File: config.mk
export PLATFORM = sky130hd
export DESIGN_NAME = alu_mul_sequencer
export DESIGN_NICKNAME = d
export VERILOG_FILES = /design/src/rtl/alu_mul_sequencer.sv
export SDC_FILE = /design/constraint.sdc
export NUM_CORES = 1
export LEC_CHECK = 0
export BUFFER_PORTS_ARGS = -buffer_cell sky130_fd_sc_hd__buf_2
export CAP_MARGIN = 20
export CORE_ASPECT_RATIO = 0.7
export CORE_MARGIN = 5
export CORE_UTILIZATION = 50
export CTS_BUF_LIST = sky130_fd_sc_hd__clkbuf_2 sky130_fd_sc_hd__clkbuf_4 sky130_fd_sc_hd__clkbuf_8
export DETAILED_ROUTE_END_ITERATION = 16
export GPL_ROUTABILITY_DRIVEN = 0
export MAX_ROUTING_LAYER = met4
export PLACE_DENSITY = 0.78
export SLEW_MARGIN = 30
export SYNTH_ARGS = -nofsm -noshare
export SYNTH_HDL_FRONTEND = slang
export SYNTH_SLANG_ARGS = --single-unit
File: constraint.sdc
create_clock -name CLK -period 2 [get_ports CLK]
set_input_delay 0.4 -clock CLK [delete_from_list [all_inputs] [get_ports CLK]]
set_output_delay 0.4 -clock CLK [all_outputs]
set_load 0.01 [all_outputs]
File: src/rtl/alu_mul_sequencer.sv
// Shift-and-add unsigned multiplier that borrows the shared combinational ALU.
// One partial-product add per cycle in CALC; the low N bits of the product are
// published with a one-cycle Done pulse.
module alu_mul_sequencer #(
   parameter int unsigned N     = 64,
   parameter int unsigned CNT_W = 7
) (
   input  logic           CLK,
   input  logic           Reset,
   input  logic           Start,
   input  logic [N-1:0]   Multiplicand,
   input  logic [N-1:0]   Multiplier,
   output logic           Busy,
   output logic           Done,
   output logic [N-1:0]   Product,
   output logic [N-1:0]   ALU_BusA,
   output logic [N-1:0]   ALU_BusB,
   output logic [3:0]     ALU_Ctrl,
   input  logic [N-1:0]   ALU_BusW
);

   localparam logic [3:0]       AluAdd   = 4'b0010;
   localparam logic [3:0]       AluPassB = 4'b0111;
   localparam logic [CNT_W-1:0] LastCnt  = CNT_W'(N - 1);

   typedef enum logic [1:0] {StIdle, StCalc, StDone} state_e;

   state_e           stateQ, stateD;
   logic [N-1:0]     accQ, accD;
   logic [N-1:0]     mQ, mD;
   logic [N-1:0]     qQ, qD;
   logic [N-1:0]     productQ, productD;
   logic [CNT_W-1:0] cntQ, cntD;
   logic             busyQ, doneQ;
   logic             lastIter;

   // Stop once no multiplier bits remain above the one consumed this cycle.
   assign lastIter = (qQ[N-1:1] == '0) || (cntQ == LastCnt);

   // Next-state, datapath updates and ALU port drive, decoded from registers only.
   always_comb begin
      stateD   = stateQ;
      accD     = accQ;
      mD       = mQ;
      qD       = qQ;
      cntD     = cntQ;
      productD = productQ;
      ALU_Ctrl = AluPassB;
      ALU_BusA = '0;
      ALU_BusB = '0;
      case (stateQ)
         StIdle: begin
            if (Start) begin
               mD     = Multiplicand;
               qD     = Multiplier;
               accD   = '0;
               cntD   = '0;
               stateD = StCalc;
            end
         end
         StCalc: begin
            ALU_Ctrl = AluAdd;
            ALU_BusA = accQ;
            ALU_BusB = qQ[0] ? mQ : '0;
            accD     = ALU_BusW;
            mD       = mQ << 1;
            qD       = qQ >> 1;
            cntD     = cntQ + 1'b1;
            if (lastIter) begin
               // Capture the final sum as it lands in acc.
               productD = ALU_BusW;
               stateD   = StDone;
            end
         end
         StDone: begin
            stateD = StIdle;
         end
         default: begin
            stateD = StIdle;
         end
      endcase
   end

   // State and datapath registers with synchronous reset; Busy/Done are flopped.
   always_ff @(posedge CLK) begin
      if (Reset) begin
         stateQ   <= StIdle;
         accQ     <= '0;
         mQ       <= '0;
         qQ       <= '0;
         cntQ     <= '0;
         productQ <= '0;
         busyQ    <= 1'b0;
         doneQ    <= 1'b0;
      end else begin
         stateQ   <= stateD;
         accQ     <= accD;
         mQ       <= mD;
         qQ       <= qD;
         cntQ     <= cntD;
         productQ <= productD;
         busyQ    <= (stateD == StCalc);
         doneQ    <= (stateD == StDone);
      end
   end

   assign Busy    = busyQ;
   assign Done    = doneQ;
   assign Product = productQ;

endmodule
Word level (Yosys, flattened, before mapping)
Cells that the tools add are included.

word-level totals
  register bits after elaboration = 267
  bits of input ports = 195
  output and inout port bits = 198
  word-level logic and storage cells = 35

cells by class
  $add $sub $neg = 1
  eq/ne operators = 5
  multiplexer cells = 15
  reductions and logical operators = 6

operator list
  kind                                                                   number
  64-bit two-way mux                                                     6
  64-bit one-hot mux with 2 select lines                                 3
  63-bit zero test                                                       1
  7-bit one-hot mux with 2 select lines                                  1
  7-bit by 1-bit adder with 7-bit output, second input constant          1
  7-bit by 6-bit equality test with 1-bit output, second input constant  1
  7-bit two-way mux                                                      1
  2-bit by 1-bit equality test with 1-bit output, second input constant  2
  2-bit two-way mux                                                      2
  2-bit one-hot mux with 2 select lines                                  1
  2-bit AND reduction                                                    2
  3-bit two-way mux                                                      1
  2-bit equality test, second input constant                             1
  2-bit zero test                                                        1
  2-bit inequality test, second input constant                           1
  2-bit nonzero test                                                     1
  1-bit logical OR                                                       1

Depth between registers and ports, before layout
Gate-level depths: netlist (run 1).

  depth after elaboration = 5
  mapped depth = 9
  mapped depth without buffers = 5

Worst setup path before layout (run 1)
Ideal clock, no wire load.

  kind = reg-to-output
  start point = register stateQ[1]
  end point = output port ALU_BusA[53]
  data arrival time = 1,508 ps
  data required time = 1,600 ps
  slack = 92 ps
  stages on the path, launching flop included = 7
  buffers on the path = 4
  cell sequence = dfxtp_1 clkbuf_1 nor2b_1 buf_2 buf_2 clkbuf_1 and2_1

on the way
  longest elaborated chain between the ends = 2

ends and longest elaborated chain
  element                                         line  RTL
  from (decl)                                     28    state_e stateQ, stateD;
  from (signal assigned)                          87    stateQ <= StIdle;
  from (signal assigned)                          96    stateQ <= stateD;
  2-bit by 1-bit equality test with 1-bit output  51    case (stateQ)
  64-bit two-way mux                              51
  to (decl)                                       16    output logic [N-1:0] ALU_BusA,

No other way between the ends.

Worst setup path after layout (run 1)
  start point = register stateQ[0]
  end point = output port ALU_BusB[62]

on the way
  longest elaborated chain between the ends = 2

ends and longest elaborated chain
  element                                         line  RTL
  2-bit by 1-bit equality test with 1-bit output  51
  64-bit two-way mux                              51
  to (decl)                                       17    output logic [N-1:0] ALU_BusB,

No other way between the ends.

==> impl_metrics.env, run 1 <==
export IMPL_outcome="finished with violations"
export IMPL_violations="setup timing"
export IMPL_drv_cap=0
export IMPL_synth_net_count=2022
export IMPL_pre_cts_ws_ns=-0.2189
export IMPL_p_per_area_nw_per_um2=675.3
export IMPL_clock_sinks=267
export IMPL_route_met3_wl_um=4060
export IMPL_finalSetupViolCount=196
export IMPL_critPathCaptureType="primary output"
export IMPL_post_route_period_util=1.138
export IMPL_synth_area_um2=13380
export IMPL_total_power_mw=13.23
export IMPL_ys_ff_latch=267
export IMPL_cpMaxStageDelayCell="dfxtp_4"
export IMPL_clockRootBuffer="clkbuf_8"
export IMPL_hold_buffers=0
export IMPL_start_kind="register"
export IMPL_seq_area_um2=5360
export IMPL_final_common_cell="nor2_1"
export IMPL_wl_per_cell_um=19.53
export IMPL_clock_latency_ns=0.57
export IMPL_final_util=0.7388
export IMPL_avgSynthCellArea_um2=7.326
export IMPL_ys_seq_area_frac=0.3996
export IMPL_via_count=15188
export IMPL_dieArea_um2=30180
export IMPL_dr_pass1_iters=6
export IMPL_crit_arrival_ns=1.88
export IMPL_cts_max_level=2
export IMPL_yosysWarningCount=0
export IMPL_multi_input_area_um2=8544
export IMPL_start_util=0.5043
export IMPL_coreArea_um2=26530
export IMPL_ant_nets=0
export IMPL_slew_viol_final=0
export IMPL_nets=2397
export IMPL_io_buffers=390
export IMPL_hold_viol_final=0
export IMPL_period_minus_slack_ns=2.275
export IMPL_synth_ff_type="dfxtp_1"
export IMPL_grt_max_degree=195
export IMPL_ioPinCount=393
export IMPL_num_fill_cells=1928
export IMPL_relSlewSlack=0.4717
export IMPL_worst_hold_slack_ns=0.08112
export IMPL_mostFrequentLayoutCells="nor2_1, buf_2, dfxtp_1, a21oi_1, nor3_1"
export IMPL_wl_um=50750
export IMPL_crit_path_frequent_cell="buf_16"
export IMPL_area_delta_synth_final_pct=46.50
export IMPL_cts_clk_slew_worst_paths_ns=0.06
export IMPL_synth_edf_count=0
export IMPL_achievable_frequency_mhz=439.5
export IMPL_path_cells="nor2b_4, buf_12, buf_16, buf_16, and3_1, buf_2"
export IMPL_crit_buf_inv=4
export IMPL_first_global_vias=13425
export IMPL_worstPathRequired_ns=1.60
export IMPL_m1WireLength_um=21310
export IMPL_die_width_um=205.5
export IMPL_synth_async_reset_ratio=0
export IMPL_worst_slack_ns=-0.2752
export IMPL_placementRows=50
export IMPL_crit_family="buffers and inverters"
export IMPL_hp_class="in -> reg"
export IMPL_path_max_fanout=17
export IMPL_cts_tree="done"
export IMPL_met2_length_um=23900
export IMPL_grt_overflow_total=0
export IMPL_viasPerCell=5.846
export IMPL_die_height_um=146.8
export IMPL_slowest_delay_ns=0.34
export IMPL_p_leak_nw=9.155
export IMPL_grt_pass1_wl_um=70700
export IMPL_grt_antenna_before_repair=4
export IMPL_ir_worst_vdd_uv=552.4
export IMPL_track_usage=0.2886
export IMPL_clock_path_buffers=3
export IMPL_drive_gt1_frac=0.3448
export IMPL_hpwlAfterDp_um=28300
export IMPL_drt_iter0_drc=1429
export IMPL_highest_layer="met4"
export IMPL_synth_distinct_cells=32
export IMPL_skew_ns=0.02515
export IMPL_rsz0062_at_grt="true"
export IMPL_numCtsBuffers=43
export IMPL_critPathKind="reg -> out"
export IMPL_tightest_slew_ns=0.7924
export IMPL_synthCells=1826
export IMPL_drcViolationCount=0
layer usage:
layer / vias to the layer above / track usage
li1: 7035 / -
met1: 7245 / 0.3944
met2: 787 / 0.4358
met3: 121 / 0.04722
met4: 0 / 0.09873
met5: - / -
cells in the mapped netlist, types with 2 or more instances:
cell        n  area (um2)
o311ai_1   64       560.5
nor3b_1    64       480.5
o211ai_1    2       15.01
buf_4       5       37.54
nand2_1    98       367.9
nor2b_1    98       613.1
nor2_1    427        1603
conb_1      2       7.510
buf_2      27       135.1
dfxtp_1   267        5345
and3_1     64       400.4
nand4_1     6       37.54
or3_1       2       12.51
clkbuf_1  135       506.7
a21oi_1   197       986.0
buf_1      15       56.30
nand2b_1   64       400.4
a22oi_1    94       705.7
nand3_1     4       20.02
nor3_1    101       505.5
or2_2       2       12.51
and2_1     64       400.4
nor4_1     15       93.84
flip-flops by register name, summed over array words and instances, names as in the netlist:
| name | flops |
|---|---|
| Product | 64 |
| accQ | 64 |
| mQ | 64 |
| qQ | 64 |
| cntQ | 7 |
| stateQ | 2 |
| Busy | 1 |
| Done | 1 |
stage by stage:
step           std cells  instance area [um2]  TNS, ns
2_1_floorplan       1826                13380        0
3_3_place_gp        2450                15780   -4.944
3_5_place_dp        2450                15780   -9.600
4_1_cts             2564                17720   -25.16
5_1_grt             2598                19600   -44.24
6_report            2598                19600   -30.40
final timing paths:
check,depth (start not counted),slack (ns),from,endpoint
min,3,0.08,Multiplicand[0],mQ[0]$_SDFFE_PP0P_
min reg2reg,2,0.48,mQ[0]$_SDFFE_PP0P_,mQ[0]$_SDFFE_PP0P_
max,6,-0.28,stateQ[0]$_SDFF_PP0_,ALU_BusB[62]
max reg2reg,9,-0.18,qQ[8]$_SDFFE_PP0P_,Product[15]$_SDFFE_PP0P_
timing repair:
action,4_1_cts,5_1_grt
cloned,15,23
buffers inserted,25,13
hold endpoints to repair,0,0
pin swaps,17,34
resized for setup,81,266
endpoints found under the setup margin,195,197
cells by family (layout without fill, tap and decap cells):
logic type                 Yosys count  after routing  synth area share
and+or+nand+nor                   1012           1012            0.3719
AOI/OAI and AO/OA                  361            361            0.1717
DFF                                267            267            0.3996
buffers and inverters              183            587           0.05528
other                                2              6         0.0005614
adders and majority gates            1              1         0.0009352
worst register-to-register path, cell delays in order (launching register included):
cell	delay, ns
dfxtp_4	0.35
nor4_4	0.34
buf_4	0.17
nand4_1	0.15
nor4_4	0.35
buf_6	0.21
clkbuf_16	0.20
clkbuf_16	0.17
nand2_4	0.04
o311ai_1	0.10
power breakdown:
part           total, mW  switching, mW  internal, mW
Sequential          5.85          0.239          5.61
Combinational       2.23           1.20          1.04
Clock               5.15           2.28          2.87
Total               13.2           3.72          9.52
cell type report:
| cell class | count | area share |
|---|---|---|
| clock buffers | 67 | 0.04195 |
| clock inverters | 7 | 0.004661 |
| flip-flops and latches | 267 | 0.2735 |
| well taps | 364 | 0.02324 |
| inverters | 1 | 0.0005746 |
| multi-input cells | 1376 | 0.4360 |
| diodes | 4 | 0.0005108 |
| repair buffers | 512 | 0.2195 |
(Power assumes the default switching activity.)
==> run 2: changes to the inputs <==
--- a/config.mk
+++ b/config.mk
@@ -13,6 +13,7 @@
 export CTS_BUF_LIST = sky130_fd_sc_hd__clkbuf_2 sky130_fd_sc_hd__clkbuf_4 sky130_fd_sc_hd__clkbuf_8
 export DETAILED_ROUTE_END_ITERATION = 16
 export GPL_ROUTABILITY_DRIVEN = 0
+export GPL_TIMING_DRIVEN = 0
 export MAX_ROUTING_LAYER = met4
 export PLACE_DENSITY = 0.78
 export SLEW_MARGIN = 30
==> impl_metrics.env, run 2 (synthesized netlist as in run 1, its figures left out) <==
export IMPL_outcome="finished with violations"
export IMPL_violations="setup timing"
export IMPL_drcViolationCount=0
export IMPL_final_common_cell="nor2_1"
export IMPL_critPathKind="reg -> out"
export IMPL_wl_per_cell_um=21.13
export IMPL_crit_family="buffers and inverters"
export IMPL_worstHoldStart="Multiplicand[58]"
export IMPL_finalSetupViolCount=159
export IMPL_tightest_slew_ns=0.8344
export IMPL_start_kind="register"
export IMPL_cts_clk_slew_worst_paths_ns=0.06
export IMPL_p_leak_nw=9.191
export IMPL_period_minus_slack_ns=2.277
export IMPL_drv_cap=0
export IMPL_regToRegStartpoint="stateQ[0]$_SDFF_PP0_"
export IMPL_first_global_vias=14517
export IMPL_reg2reg_setup_slack_ns=-0.21
export IMPL_clock_path_buffers=3
export IMPL_worst_slack_ns=-0.2774
export IMPL_die_height_um=146.8
export IMPL_post_route_period_util=1.139
export IMPL_area_delta_synth_final_pct=46.34
export IMPL_ant_nets=0
export IMPL_hold_buffers=0
export IMPL_rsz0062_at_grt="true"
export IMPL_achievable_frequency_mhz=439.1
export IMPL_hold_path_depth=3
export IMPL_cpMaxStageDelayCell="dfxtp_2"
export IMPL_pre_cts_ws_ns=-0.9911
export IMPL_num_fill_cells=1982
export IMPL_clockRootBuffer="clkbuf_8"
export IMPL_cts_tree="done"
export IMPL_drive_gt1_frac=0.3442
export IMPL_relSlewSlack=0.4437
export IMPL_numCtsBuffers=44
export IMPL_drt_iter0_drc=1619
export IMPL_grt_overflow_total=0
export IMPL_startpoint="stateQ[0]$_SDFF_PP0_"
export IMPL_grt_max_degree=20
export IMPL_wl_um=57060
export IMPL_path_max_fanout=6
export IMPL_hold_viol_final=0
export IMPL_coreArea_um2=26530
export IMPL_via_count=16228
export IMPL_grt_pass1_wl_um=78070
export IMPL_critPathCaptureType="primary output"
export IMPL_dr_pass1_iters=6
export IMPL_worstPathRequired_ns=1.60
export IMPL_hold_end="mQ[58]$_SDFFE_PP0P_"
export IMPL_path_cells="nor2b_4, buf_8, buf_12, clkbuf_16, and2_4, buf_6"
export IMPL_start_util=0.5043
export IMPL_ir_worst_vdd_uv=602.6
export IMPL_reg2reg_to="Product[62]$_SDFFE_PP0P_"
export IMPL_worst_hold_slack_ns=0.06239
export IMPL_slew_viol_final=0
export IMPL_viasPerCell=6.010
export IMPL_dieArea_um2=30180
export IMPL_cts_max_level=2
export IMPL_skew_ns=0.04574
export IMPL_final_util=0.7380
export IMPL_worstRegToRegCells=9
export IMPL_p_per_area_nw_per_um2=685.8
export IMPL_hp_class="in -> reg"
export IMPL_clock_sinks=267
export IMPL_crit_buf_inv=4
export IMPL_clock_latency_ns=0.60
export IMPL_hpwlAfterDp_um=36720
export IMPL_track_usage=0.3248
export IMPL_mostFrequentLayoutCells="nor2_1, buf_2, dfxtp_1, a21oi_1, nor3_1"
export IMPL_fin_cells=2700
export IMPL_crit_arrival_ns=1.88
export IMPL_nets=2492
export IMPL_grt_antenna_before_repair=8
export IMPL_post_place_cells=2578
export IMPL_io_buffers=388
export IMPL_die_width_um=205.5
export IMPL_ioPinCount=393
export IMPL_slowest_delay_ns=0.33
export IMPL_placementRows=50
run 2: layout make-up:
type / instances / area, um2 / area share
antenna: 9 / 22.52 / 0.001151
multi-input combinational: 1376 / 8598 / 0.4392
buffer: 178 / 1182 / 0.06040
clock buffer: 71 / 908.4 / 0.04640
sequential: 267 / 5354 / 0.2735
timing repair buffer: 428 / 2984 / 0.1524
tap: 364 / 455.4 / 0.02327
inverter: 1 / 11.26 / 0.0005753
clock inverter: 6 / 58.81 / 0.003004
run 2: per-layer routing:
layer / wire [um] / vias up / GRT usage / part of all wire
met5: 0 / - / - / 0
met4: 2751 / 0 / 0.1114 / 0.048
met3: 6198 / 242 / 0.05560 / 0.11
met2: 25190 / 1083 / 0.4820 / 0.44
met1: 22920 / 7676 / 0.4495 / 0.40
li1: - / 7227 / - / -
run 2: repair_timing:
action                                  CTS  global route
pin swaps                                11            73
gates cloned                              1            20
gates resized for setup                 154           385
buffers inserted                         13             7
endpoints found under the setup margin  397           370
run 2: where the power goes:
group | switching, mW | internal (mW) | total [mW]
logic | 1.27 | 0.930 | 2.20
registers | 0.248 | 5.61 | 5.86
clock network | 2.37 | 3.00 | 5.37
run 2: per-stage QoR:
stage                     power (mW)  TNS (ns)  cell area (um2)
after floorplan                7.051         0            13380
after global placement         7.716   -191.16            15770
after detailed placement       7.773   -204.85            15770
after CTS                      13.14    -39.29            17380
after global routing           13.90    -42.76            19580
final                          13.43    -27.82            19580
run 2: worst max-delay path by stage:
stage	end	slack, ns	cells after the start
detailed placement	ALU_BusA[58]	-0.99	7
finish	ALU_BusA[14]	-0.28	6
global placement	ALU_BusA[58]	-0.96	7
floorplan	ALU_BusA[53]	0.09	6
CTS	ALU_BusA[44]	-0.36	7
global route	ALU_BusA[14]	-0.34	6
run 2: worst reg2reg max path, delay by kind of cell (launching register included):
| kind | cells | cell delay (ns) |
|---|---|---|
| buffers and inverters | 5 | 0.64 |
| AOI/OAI and AO/OA | 2 | 0.33 |
| and+or+nand+nor | 2 | 0.82 |
| DFF | 1 | 0.33 |
==> run 3: changes to the inputs <==
--- a/config.mk
+++ b/config.mk
@@ -16,6 +16,7 @@
 export GPL_TIMING_DRIVEN = 0
 export MAX_ROUTING_LAYER = met4
 export PLACE_DENSITY = 0.78
+export RECOVER_POWER = 25
 export SLEW_MARGIN = 30
 export SYNTH_ARGS = -nofsm -noshare
 export SYNTH_HDL_FRONTEND = slang
==> impl_metrics.env, run 3 (synthesized netlist as in run 1, its figures left out) <==
export IMPL_critPathCaptureType="primary output"
export IMPL_cpMaxStageDelayCell="dfxtp_4"
export IMPL_viasPerCell=5.999
export IMPL_final_util=0.7349
export IMPL_track_usage=0.3248
export IMPL_violations="setup timing"
export IMPL_finalSetupViolCount=160
export IMPL_slew_viol_final=0
export IMPL_tightest_slew_ns=0.8334
export IMPL_clock_sinks=267
export IMPL_die_height_um=146.8
export IMPL_regToRegStartpoint="stateQ[1]$_SDFF_PP0_"
export IMPL_area_delta_synth_final_pct=45.73
export IMPL_hold_end="mQ[58]$_SDFFE_PP0P_"
export IMPL_dieArea_um2=30180
export IMPL_skew_ns=0.04984
export IMPL_hold_viol_final=0
export IMPL_worstRegToRegCells=9
export IMPL_hold_path_depth=3
export IMPL_fin_setup_tns_ns=-27.55
export IMPL_clock_path_buffers=3
export IMPL_ioPinCount=393
export IMPL_via_count=16196
export IMPL_crit_family="buffers and inverters"
export IMPL_p_per_area_nw_per_um2=688.9
export IMPL_ant_nets=0
export IMPL_grt_overflow_total=0
export IMPL_reg2reg_setup_slack_ns=-0.18
export IMPL_slowest_delay_ns=0.36
export IMPL_worstPathRequired_ns=1.60
export IMPL_pre_cts_ws_ns=-0.9911
export IMPL_rsz0062_at_grt="true"
export IMPL_clock_power_share=0.400
export IMPL_period_minus_slack_ns=2.276
export IMPL_achievable_frequency_mhz=439.3
export IMPL_crit_arrival_ns=1.88
export IMPL_grt_pass1_wl_um=78070
export IMPL_drive_gt1_frac=0.3163
export IMPL_final_common_cell="nor2_1"
export IMPL_post_route_period_util=1.138
export IMPL_drv_cap=0
export IMPL_die_width_um=205.5
export IMPL_first_global_vias=14517
export IMPL_grt_max_degree=20
export IMPL_cts_clk_slew_worst_paths_ns=0.07
export IMPL_worst_hold_slack_ns=0.05824
export IMPL_start_kind="register"
export IMPL_swShare=0.2896
export IMPL_path_cells="nor2b_4, buf_8, buf_12, clkbuf_16, and2_4, buf_6"
export IMPL_numCtsBuffers=44
export IMPL_cts_tree="done"
export IMPL_placementRows=50
export IMPL_nets=2492
export IMPL_grt_antenna_before_repair=8
export IMPL_hp_class="in -> reg"
export IMPL_power_frac_seq=0.436
export IMPL_path_max_fanout=6
export IMPL_p_comb_frac=0.163
export IMPL_coreArea_um2=26530
export IMPL_worstHoldStart="Multiplicand[58]"
export IMPL_drcViolationCount=0
export IMPL_hpwlAfterDp_um=36720
export IMPL_io_buffers=388
export IMPL_ir_worst_vdd_uv=602.1
export IMPL_critPathKind="reg -> out"
export IMPL_wl_per_cell_um=21.10
export IMPL_clock_latency_ns=0.61
export IMPL_relSlewSlack=0.4444
export IMPL_dr_pass1_iters=7
export IMPL_cts_max_level=2
export IMPL_outcome="finished with violations"
export IMPL_wl_um=56970
export IMPL_drt_iter0_drc=1701
export IMPL_total_power_mw=13.43
export IMPL_clockRootBuffer="clkbuf_8"
export IMPL_p_leak_nw=8.905
export IMPL_crit_buf_inv=4
export IMPL_power_switching_mw=3.889
export IMPL_reg2reg_to="Product[62]$_SDFFE_PP0P_"
export IMPL_mostFrequentLayoutCells="nor2_1, buf_2, dfxtp_1, a21oi_1, clkbuf_1"
export IMPL_worst_slack_ns=-0.2761
export IMPL_start_util=0.5043
export IMPL_p_int_mw=9.540
-- run 3: changes by cell type in the layout (fill, tap and decap cells not counted), sizes merged --
| cell | previous run | this run |
|---|---|---|
| buf | 458 | 393 |
| clkbuf | 219 | 284 |
-- run 3: layer usage --
metal / share of wire / GRT usage / vias up / routed length (um)
met1: 0.40 / 0.4495 / 7642 / 22670
met3: 0.11 / 0.05560 / 228 / 6293
met5: 0 / - / - / 0
met2: 0.45 / 0.4820 / 1100 / 25360
li1: - / - / 7226 / -
met4: 0.046 / 0.1114 / 0 / 2639
-- run 3: layout make-up --
type / count / area, um2
Clock buffer: 71 / 908.4
Sequential cell: 267 / 5354
Buffer: 178 / 1182
Fill cell: 2030 / 7032
Antenna cell: 9 / 22.52
Inverter: 1 / 11.26
Clock inverter: 6 / 58.81
Timing Repair Buffer: 428 / 2903
Multi-Input combinational cell: 1376 / 8598
Tap cell: 364 / 455.4
-- run 3: worst max path at each step --
stage                                    start            to  slack, ns  cells past startpoint
after global routing      stateQ[1]$_SDFF_PP0_  ALU_BusA[14]      -0.34                      6
after global placement    stateQ[1]$_SDFF_PP0_  ALU_BusA[58]      -0.96                      7
after detailed placement  stateQ[1]$_SDFF_PP0_  ALU_BusA[58]      -0.99                      7
final                     stateQ[1]$_SDFF_PP0_  ALU_BusA[14]      -0.28                      6
after floorplan           stateQ[1]$_SDFF_PP0_  ALU_BusA[53]       0.09                      6
after CTS                 stateQ[0]$_SDFF_PP0_  ALU_BusA[44]      -0.36                      7
-- run 3: tightest hold or removal path: cells and delay by family --
kind | cells | cell delay, ns
buf+inv | 1 | 0.10
compound gates | 1 | 0.06
simple gates | 1 | 0.05
-- run 3: repair_timing --
item	in CTS	in global routing
hold buffers	0	0
gates cloned	1	20
setup buffers	13	7
pin swaps	11	73
gates resized for setup	154	385
endpoints found under the setup margin	397	370
-- run 3: through the flow --
step                area (um2)  cells
floorplan                13380   1826
global placement         15770   2578
detailed placement       15770   2578
CTS                      17380   2667
global route             19490   2700
finish                   19490   2700
-- run 3: power groups by stage --
stage               clock (mW)  combinational, mW  sequential, mW
floorplan                    0               1.18            5.87
global placement             0               1.79            5.92
detailed placement           0               1.83            5.94
CTS                       5.33               1.98            5.83
global route              5.63               2.38            5.88
finish                    5.37               2.20            5.86
